<file path="config.mk">
export PLATFORM = sky130hd
export DESIGN_NAME = anita3_scaler_readout_ctrl
export DESIGN_NICKNAME = d
export VERILOG_FILES = /design/src/rtl/anita3_scaler_pkg.sv /design/src/rtl/anita3_scaler_snapshot.sv /design/src/rtl/anita3_scaler_readout_ctrl.sv
export SDC_FILE = /design/constraint.sdc
export NUM_CORES = 1
export LEC_CHECK = 0
export BUFFER_PORTS_ARGS = -buffer_cell sky130_fd_sc_hd__clkbuf_2
export CORE_MARGIN = 2
export CORE_UTILIZATION = 50
export CTS_CLUSTER_DIAMETER = 40
export DETAILED_ROUTE_END_ITERATION = 6
export HOLD_SLACK_MARGIN = 0.1
export MAX_ROUTING_LAYER = met4
export PLACE_DENSITY = 0.83
export SLEW_MARGIN = 15
export SYNTH_ARGS = -nofsm -noshare
export SYNTH_HDL_FRONTEND = slang
export SYNTH_HIERARCHICAL = 1
export SYNTH_SLANG_ARGS = --single-unit
</file>
<file path="constraint.sdc">
create_clock -name clk33_i -period 2.4 [get_ports clk33_i]
set_clock_uncertainty 0.2 [all_clocks]
set_input_delay 0.24 -clock clk33_i [delete_from_list [all_inputs] [get_ports clk33_i]]
set_output_delay 0.24 -clock clk33_i [all_outputs]
set_load 0.01 [all_outputs]
</file>
<file path="src/rtl/anita3_scaler_pkg.sv">
// Shared definitions for the ANITA-3 TURF scaler readout path.
// Holds the default bank geometry, the frame header tag and the readout FSM state type.
package anita3_scaler_pkg;

    localparam int ANITA3_NSCALERS_DEF = 8;
    localparam int ANITA3_WIDTH_DEF    = 16;
    localparam int ANITA3_SETTLE_DEF   = 2;

    localparam logic [7:0] ANITA3_SCALER_HDR = 8'hA5;

    typedef enum logic [1:0] {
        ST_IDLE   = 2'd0,
        ST_SETTLE = 2'd1,
        ST_SEND   = 2'd2
    } anita3_scaler_state_e;

    // 16-bit header word: tag in the upper byte, frame sequence number in the lower byte
    function automatic logic [15:0] anita3_hdr_beat(input logic [7:0] seq);
        return {ANITA3_SCALER_HDR, seq};
    endfunction

endpackage

</file>
<file path="src/rtl/anita3_scaler_snapshot.sv">
// NSCALERS x WIDTH snapshot register bank: all channels captured on one load strobe,
// read back one channel at a time through an index mux.
module anita3_scaler_snapshot
    import anita3_scaler_pkg::*;
#(
    parameter int NSCALERS = ANITA3_NSCALERS_DEF,
    parameter int WIDTH    = ANITA3_WIDTH_DEF
) (
    input  logic                      clk_i,
    input  logic                      rst_n_i,
    input  logic                      load_i,
    input  logic [NSCALERS*WIDTH-1:0] scaler_i,
    input  logic [7:0]                rd_idx_i,
    output logic [WIDTH-1:0]          rd_data_o
);

    logic [NSCALERS*WIDTH-1:0] snap_flat;

    generate
        for (genvar gi = 0; gi < NSCALERS; gi++) begin : g_chan
            logic [WIDTH-1:0] word_q;

            always_ff @(posedge clk_i or negedge rst_n_i) begin
                if (!rst_n_i) begin
                    word_q <= '0;
                end else if (load_i) begin
                    word_q <= scaler_i[gi*WIDTH +: WIDTH];
                end
            end

            assign snap_flat[gi*WIDTH +: WIDTH] = word_q;
        end
    endgenerate

    // Out-of-range indices read as zero
    always_comb begin
        rd_data_o = '0;
        for (int k = 0; k < NSCALERS; k++) begin
            if (rd_idx_i == 8'(k)) begin
                rd_data_o = snap_flat[k*WIDTH +: WIDTH];
            end
        end
    end

endmodule

</file>
<file path="src/rtl/anita3_scaler_readout_ctrl.sv">
// Once-per-second scaler readout sequencer: on an accepted PPS it waits for the scalers
// to settle, snapshots the bank and streams a header plus one beat per channel.
module anita3_scaler_readout_ctrl
    import anita3_scaler_pkg::*;
#(
    parameter int NSCALERS = ANITA3_NSCALERS_DEF,
    parameter int WIDTH    = ANITA3_WIDTH_DEF,
    parameter int SETTLE   = ANITA3_SETTLE_DEF
) (
    input  logic                      clk33_i,
    input  logic                      rst_n_i,
    input  logic                      pps_clk33_i,
    input  logic                      enable_i,
    input  logic [NSCALERS*WIDTH-1:0] scaler_i,
    output logic [WIDTH-1:0]          data_o,
    output logic [7:0]                chan_o,
    output logic                      valid_o,
    input  logic                      ready_i,
    output logic                      last_o,
    output logic                      busy_o,
    output logic                      overrun_o,
    input  logic                      clear_overrun_i,
    output logic [7:0]                seq_o
);

    localparam logic [3:0] SETTLE_LOAD = 4'(SETTLE - 1);
    localparam logic [7:0] LAST_CHAN   = 8'(NSCALERS);

    anita3_scaler_state_e state_q, state_d;
    logic [3:0]       cnt_q, cnt_d;
    logic [7:0]       seq_q, seq_d;
    logic [WIDTH-1:0] data_q, data_d;
    logic [7:0]       chan_q, chan_d;
    logic             valid_q, valid_d;
    logic             last_q, last_d;
    logic             overrun_q, overrun_d;

    logic             snap_load;
    logic [WIDTH-1:0] snap_rd_data;
    logic             xfer;
    logic             final_xfer;
    logic             pps_accept;

    anita3_scaler_snapshot #(
        .NSCALERS (NSCALERS),
        .WIDTH    (WIDTH)
    ) u_snapshot (
        .clk_i     (clk33_i),
        .rst_n_i   (rst_n_i),
        .load_i    (snap_load),
        .scaler_i  (scaler_i),
        .rd_idx_i  (chan_q),
        .rd_data_o (snap_rd_data)
    );

    assign xfer       = (state_q == ST_SEND) && valid_q && ready_i;
    assign final_xfer = xfer && last_q;
    assign pps_accept = pps_clk33_i && enable_i;

    always_comb begin
        state_d   = state_q;
        cnt_d     = cnt_q;
        seq_d     = seq_q;
        data_d    = data_q;
        chan_d    = chan_q;
        valid_d   = valid_q;
        last_d    = last_q;
        overrun_d = overrun_q;
        snap_load = 1'b0;

        case (state_q)
            ST_IDLE: begin
                if (pps_accept) begin
                    state_d = ST_SETTLE;
                    cnt_d   = SETTLE_LOAD;
                end
            end

            ST_SETTLE: begin
                if (cnt_q == 4'd0) begin
                    snap_load = 1'b1;
                    seq_d     = seq_q + 8'd1;
                    data_d    = WIDTH'(anita3_hdr_beat(seq_q + 8'd1));
                    chan_d    = 8'd0;
                    valid_d   = 1'b1;
                    last_d    = 1'b0;
                    state_d   = ST_SEND;
                end else begin
                    cnt_d = cnt_q - 4'd1;
                end
            end

            ST_SEND: begin
                if (xfer) begin
                    if (last_q) begin
                        valid_d = 1'b0;
                        last_d  = 1'b0;
                        // A PPS landing on the final transfer starts the next frame directly
                        if (pps_accept) begin
                            state_d = ST_SETTLE;
                            cnt_d   = SETTLE_LOAD;
                        end else begin
                            state_d = ST_IDLE;
                        end
                    end else begin
                        // Beat chan_q+1 carries snapshot channel chan_q
                        chan_d = chan_q + 8'd1;
                        data_d = snap_rd_data;
                        last_d = ((chan_q + 8'd1) == LAST_CHAN);
                    end
                end
            end

            default: begin
                state_d = ST_IDLE;
                valid_d = 1'b0;
                last_d  = 1'b0;
            end
        endcase

        if (pps_clk33_i && (state_q != ST_IDLE) && !final_xfer) begin
            overrun_d = 1'b1;
        end else if (clear_overrun_i) begin
            overrun_d = 1'b0;
        end
    end

    always_ff @(posedge clk33_i or negedge rst_n_i) begin
        if (!rst_n_i) begin
            state_q   <= ST_IDLE;
            cnt_q     <= '0;
            seq_q     <= '0;
            data_q    <= '0;
            chan_q    <= '0;
            valid_q   <= 1'b0;
            last_q    <= 1'b0;
            overrun_q <= 1'b0;
        end else begin
            state_q   <= state_d;
            cnt_q     <= cnt_d;
            seq_q     <= seq_d;
            data_q    <= data_d;
            chan_q    <= chan_d;
            valid_q   <= valid_d;
            last_q    <= last_d;
            overrun_q <= overrun_d;
        end
    end

    assign data_o    = data_q;
    assign chan_o    = chan_q;
    assign valid_o   = valid_q;
    assign last_o    = last_q;
    assign busy_o    = (state_q != ST_IDLE);
    assign overrun_o = overrun_q;
    assign seq_o     = seq_q;

endmodule
</file>
; ---- Word level (Yosys, flattened, before mapping)
; Index checks and enable logic that the tools add are counted.
[classes]
add_sub_neg = 3
eq_ne = 16
muxes = 39
bitwise = 1
n_reduce_logical = 20
[op_table]
columns = op, count
row1 = 16-bit 2-to-1 mux, 11
row2 = 8-bit by 3-bit equality test with 1-bit output (second input constant), 4
row3 = 16-bit one-hot mux with 2 select lines, 1
row4 = 8-bit 2-to-1 mux, 3
row5 = 8-bit by 1-bit adder with 8-bit output (second input constant), 2
row6 = 8-bit by 2-bit equality test with 1-bit output (second input constant), 2
row7 = 4-bit 2-to-1 mux, 4
row8 = 8-bit one-hot mux with 2 select lines, 1
row9 = 4-bit AND reduction, 4
row10 = 2-bit inequality test (second input constant), 6
row11 = 4-bit one-hot mux with 3 select lines, 1
row12 = 1-bit 2-to-1 mux, 11
row13 = 8-bit by 1-bit equality test with 1-bit output (second input constant), 1
row14 = 8-bit by 4-bit equality test with 1-bit output (second input constant), 1
row15 = 8-bit logical NOT, 1
row16 = 2-bit 2-to-1 mux, 4
row17 = 1-bit logical AND, 6
row18 = 1-bit one-hot mux with 3 select lines, 2
row19 = 2-bit one-hot mux with 3 select lines, 1
row20 = 2-bit nonzero test, 3
row21 = 4-bit logical NOT, 1
row22 = 4-bit by 1-bit subtractor with 4-bit output (second input constant), 1
row23 = 3-bit AND reduction, 1
row24 = 3-bit nonzero test, 1
row25 = other kinds (6), 6
[totals]
regBits = 169
inputBits = 134
output_inout_bits = 36

; ---- Logic depth before layout (Yosys ltp)
[logic_depth]
word_depth = 12
ltp_mapped = 10

; ---- By module
; Netlist, hierarchy kept.
[modules_own_cells]
columns = mod, instances, cells_per_inst, area_per_inst_um2, seq_area_each_um2
row1 = anita3_scaler_snapshot, 1, 413, 6003.3, 3203.1
row2 = anita3_scaler_readout_ctrl, 1, 198, 2107.0, 1026.0

; ---- Worst setup path before layout
; No wires, ideal clock.
[synth_timing]
path_kind = register -> register
from = register cnt_q[0]
to = register u_snapshot.g_chan[0].word_q[10]
setup_time_ns = 0.125
t_arrival_ns = 2.068
setup_slack_ns = 0.007
stages_incl_launch_ff = 10
n_path_buf = 3
synth_period_minus_slack_ns = 2.393
cell_sequence = dfrtp_1 -> inv_1 -> ha_1 -> nand2b_1 -> or3_1 -> buf_6 -> inv_1 -> clkbuf_1 -> buf_2 -> mux2_2
[synth_between]
elab_chain_len = 3
[synth_lines]
columns = item, line_no
row1 = "start, declared", anita3_scaler_readout_ctrl.sv:30  ; logic [3:0] cnt_q, cnt_d;
row2 = "start signal, assigned", anita3_scaler_readout_ctrl.sv:140  ; cnt_q <= cnt_d;
row3 = 4-bit logical NOT, anita3_scaler_readout_ctrl.sv:80  ; if (cnt_q == 4'd0) begin
row4 = 1-bit 2-to-1 mux, anita3_scaler_readout_ctrl.sv:80
row5 = 1-bit 2-to-1 mux, anita3_scaler_readout_ctrl.sv:71  ; case (state_q)
row6 = net snap_load, anita3_scaler_readout_ctrl.sv:38  ; logic snap_load;
row7 = "end signal, assigned", anita3_scaler_snapshot.sv:27  ; word_q <= scaler_i[gi*WIDTH +: WIDTH];
row8 = "end, declared", anita3_scaler_snapshot.sv:21  ; logic [WIDTH-1:0] word_q;
; The timed path passes the listed nets, and every way through them passes these cells.
; A chain may end at the register's enable or synchronous reset.

; ---- Final worst setup path
[layout_timing]
from = register chan_q[2] (netlist: chan_o[2])
to = register data_q[6] (netlist: data_o[6])
[layout_between]
elab_chain_len = 12
[layout_lines]
columns = item, line_no
row1 = "start, declared", anita3_scaler_readout_ctrl.sv:33  ; logic [7:0] chan_q, chan_d;
row2 = "start signal, assigned", anita3_scaler_readout_ctrl.sv:143  ; chan_q <= chan_d;
row3 = 8-bit logical NOT, anita3_scaler_snapshot.sv:39  ; if (rd_idx_i == 8'(k)) begin
row4 = 16-bit 2-to-1 mux (7 in a row), anita3_scaler_snapshot.sv:39
row5 = 16-bit 2-to-1 mux *, anita3_scaler_snapshot.sv:39
row6 = net snap_rd_data[6], anita3_scaler_readout_ctrl.sv:39  ; logic [WIDTH-1:0] snap_rd_data;
row7 = 16-bit 2-to-1 mux *, anita3_scaler_readout_ctrl.sv:95  ; if (last_q) begin
row8 = 16-bit 2-to-1 mux *, anita3_scaler_readout_ctrl.sv:94  ; if (xfer) begin
row9 = 16-bit one-hot mux with 2 select lines *, anita3_scaler_readout_ctrl.sv:71
row10 = "end signal, assigned", anita3_scaler_readout_ctrl.sv:142  ; data_q <= data_d;
row11 = "end, declared", anita3_scaler_readout_ctrl.sv:32  ; logic [WIDTH-1:0] data_q, data_d;
; The timed path passes the listed nets; every way through them passes the cells marked *. The select of a mux whose other input is x is not followed.

==> metrics.txt <==
Worst-Skew Late Latency about 0.43 ns; die area roughly 17000 um2; layout cells sized above 1 0.4364; Peak VDD IR 0.6500 mV; final antenna-violating net count 0; Syn Area/Cell 13.27 um2; synthesized area between 8000 and 9000 um2; Setup WS post-layout roughly 0.086 ns; Crit Path Max Fanout 13; Syn Inst Count 611; Final Cycle Share 0.9640; CTS tree built; final slew viol count 0; ys flop type dfrtp_1; Fillers 1055; Post-synth EDFFs 0; Yosys warnings 6; Worst slew margin 0.6738; number of max-cap violations 0; first-pass GRT wire length approximately 37000 um; setup TNS 0 ns; Max Fclk 432.2 MHz; Post-DP HPWL 13760 um; Die Wd 131.4 um; Pwr per Cell Area 1149 nW/um2; crit path DAT 2.43 ns; Critical Path End Type flip-flop; unrepaired setup endpoints after global routing no; vias in the first global route 6883; post-synthesis async set-or-reset flop share 1.000; post-synth cell types 57; worst slew pin tran 0.4870 ns; n_diodes 0; status complete, no violations; syn nets between 700 and 800; register bit total from synthesis 169; CTS buffer count 17; total power 13.03 mW; register area 4235 um2; CP Class flip-flop to flip-flop; DR pass1 iterations 6; clk slew on worst S/H paths 0.06 ns; Max Root-Sink Buffers 2; HP Class input port to asynchronous set/reset pin; I/O Pins 170; H-tree Lvls 4; clk sinks 169; multi-input logic area 3585 um2; largest net degree at the start of global routing 71; nets@finish roughly 1100; crit path time final 2.314 ns; final hold viol count 0; final setup vio count 0; Die Y 131.4 um; via count about 6500; DRT Wirelength 23140 um; site row count 46; worst hold slack 0.1081 ns; CTS Root Cell clkbuf_16; buffers added on ports 169; Req. time, crit path 2.51 ns; Initial DRC Count 487; drt wl/cell 19.83 um; synthesis-to-finish area growth 39.91%; post-synthesis sequential area ratio 0.5214; Worst Setup Start Kind flip-flop; Post-route DRC 0; gpl congestion 0.8298; leakage roughly 5.1 nW; core area between 15000 and 20000 um2; DP Worst Slack 0.01119 ns; GRT Overall Usage 0.2829; initial antenna violation count 0; Starting Density 0.5106; total grt overflow 0; Vias per Instance 5.551
-- final cells by class --
| type | instances | share of cell area |
|---|---|---|
| Multi-Input combinational cell | 393 | 0.3159 |
| Timing Repair Buffer | 347 | 0.2321 |
| Clock buffer | 22 | 0.04091 |
| Tap cell | 216 | 0.02382 |
| Inverter | 10 | 0.003529 |
| Clock inverter | 10 | 0.01048 |
| Sequential cell | 169 | 0.3733 |
-- sequential cells by signal, indices dropped and copies added (netlist names) --
register / cells
u_snapshot/g_chan.word_q: 128
overrun_o: 1
last_o: 1
seq_o: 8
data_o: 16
chan_o: 8
state_q: 2
cnt_q: 4
valid_o: 1
-- final timing paths --
| path | startpoint | to | slack (ns) | cells past startpoint |
|---|---|---|---|---|
| worst max-delay path | chan_o[2]$_DFFE_PN0P_ | data_o[6]$_DFFE_PN0P_ | 0.09 | 7 |
| worst min-delay path | rst_n_i | u_snapshot/g_chan[7].word_q[9]$_DFFE_PN0P_ | 0.11 | 2 |
| worst max register to register | chan_o[2]$_DFFE_PN0P_ | data_o[6]$_DFFE_PN0P_ | 0.09 | 7 |
| worst min register to register | u_snapshot/g_chan[7].word_q[1]$_DFFE_PN0P_ | u_snapshot/g_chan[7].word_q[1]$_DFFE_PN0P_ | 0.30 | 1 |
| max in group asynchronous | rst_n_i | u_snapshot/g_chan[3].word_q[14]$_DFFE_PN0P_ | 1.16 | 3 |
| min in group clk33_i | u_snapshot/g_chan[7].word_q[1]$_DFFE_PN0P_ | u_snapshot/g_chan[7].word_q[1]$_DFFE_PN0P_ | 0.30 | 1 |
-- worst max-delay path: stages (launching register included) --
cell and delay [ns]:
dfrtp_2 0.54, buf_4 0.23, a22o_1 0.23, a221oi_2 0.44
a211oi_2 0.09, nor2_1 0.11, a31oi_1 0.06, mux2_4 0.27
-- report_power, final --
group          leakage, nW  switching [mW]  total [mW]  internal [mW]
combinational         2.79            2.33        5.31           2.98
clock                0.277            1.14        2.73           1.59
sequential            2.06           0.840        5.00           4.16
-- Yosys cell counts, drive strengths merged (3+ instances only) --
library cell	n	area, um2
buf	34	245.2
and2	4	25.03
xnor2	6	52.55
xor2	7	61.31
dfrtp	169	4229
clkbuf	5	18.77
or3b	4	37.54
nor2b	6	37.54
or3	6	37.54
a22o	16	140.1
o21a	4	30.03
a21o	5	37.54
nand4	3	18.77
mux4	10	225.2
mux2i	25	250.2
nand2b	3	26.27
o22a	4	35.03
nand2	25	93.84
o21ai	16	80.08
nor2	22	90.09
a31oi	5	31.28
a21oi	18	105.1
a211oi	6	65.06
ha	3	37.54
a221oi	12	148.9
nand3	8	40.04
nor3	9	45.04
mux2	147	1674
inv	10	37.53
o2bb2ai	5	43.79
-- cell usage in the layout (no fill, tap or decap), types with 4 or more instances in the layout --
master	count
xnor2_1	6
buf_12	9
mux2_1	8
nand2_1	25
mux4_2	10
nand3_1	8
clkbuf_16	17
a21o_1	5
dlygate4sd3_1	134
o21ai_1	4
nor3_1	9
mux2_2	134
a21oi_1	16
o21ai_0	12
clkbuf_2	168
buf_4	34
a211oi_2	4
nor2_1	21
a31oi_1	5
o21a_1	4
a221oi_2	7
o2bb2ai_1	5
mux2i_1	25
xor2_1	7
a221oi_1	5
a22o_1	16
dfrtp_1	166
mux2_4	5
inv_1	8
or3_1	5
nor2b_1	6
o22a_1	4
-- metal layers --
layer  vias up  part of all wire  GRT usage
li1       2915                 -          -
met1      3216              0.41     0.3337
met2       259              0.50     0.4652
met3        88             0.046    0.04977
met4         0             0.048     0.1522
met5         -                 0          -
-- cells by family after synthesis --
family | after synthesis | share of synthesized area
buffers and inverters | 49 | 0.03718
AOI/OAI and AO/OA | 99 | 0.09689
xor gates and xnor gates | 13 | 0.01404
adders and majority gates | 3 | 0.004629
DFF | 169 | 0.5214
and+or+nand+nor | 96 | 0.06079
muxes | 182 | 0.2650
-- timing repair --
| action | CTS | global route |
|---|---|---|
| pin swaps | 0 | 1 |
| hold endpoints to repair | 303 | 0 |
| buffers inserted | 0 | 10 |
| hold buffers | 134 | 0 |
| endpoints found under the setup margin | 40 | 4 |
| gates resized for setup | 1 | 0 |
-- per-stage QoR --
stage          utilization  cell area [um2]  cells
6_report            0.7143            11350   1167
3_3_place_gp        0.5883             9345    991
2_1_floorplan            -             8110    611
4_1_cts             0.7098            11270   1157
3_5_place_dp        0.5883             9345    991
5_1_grt             0.7143            11350   1167
Note: power is estimated with default switching activity, not from simulation.
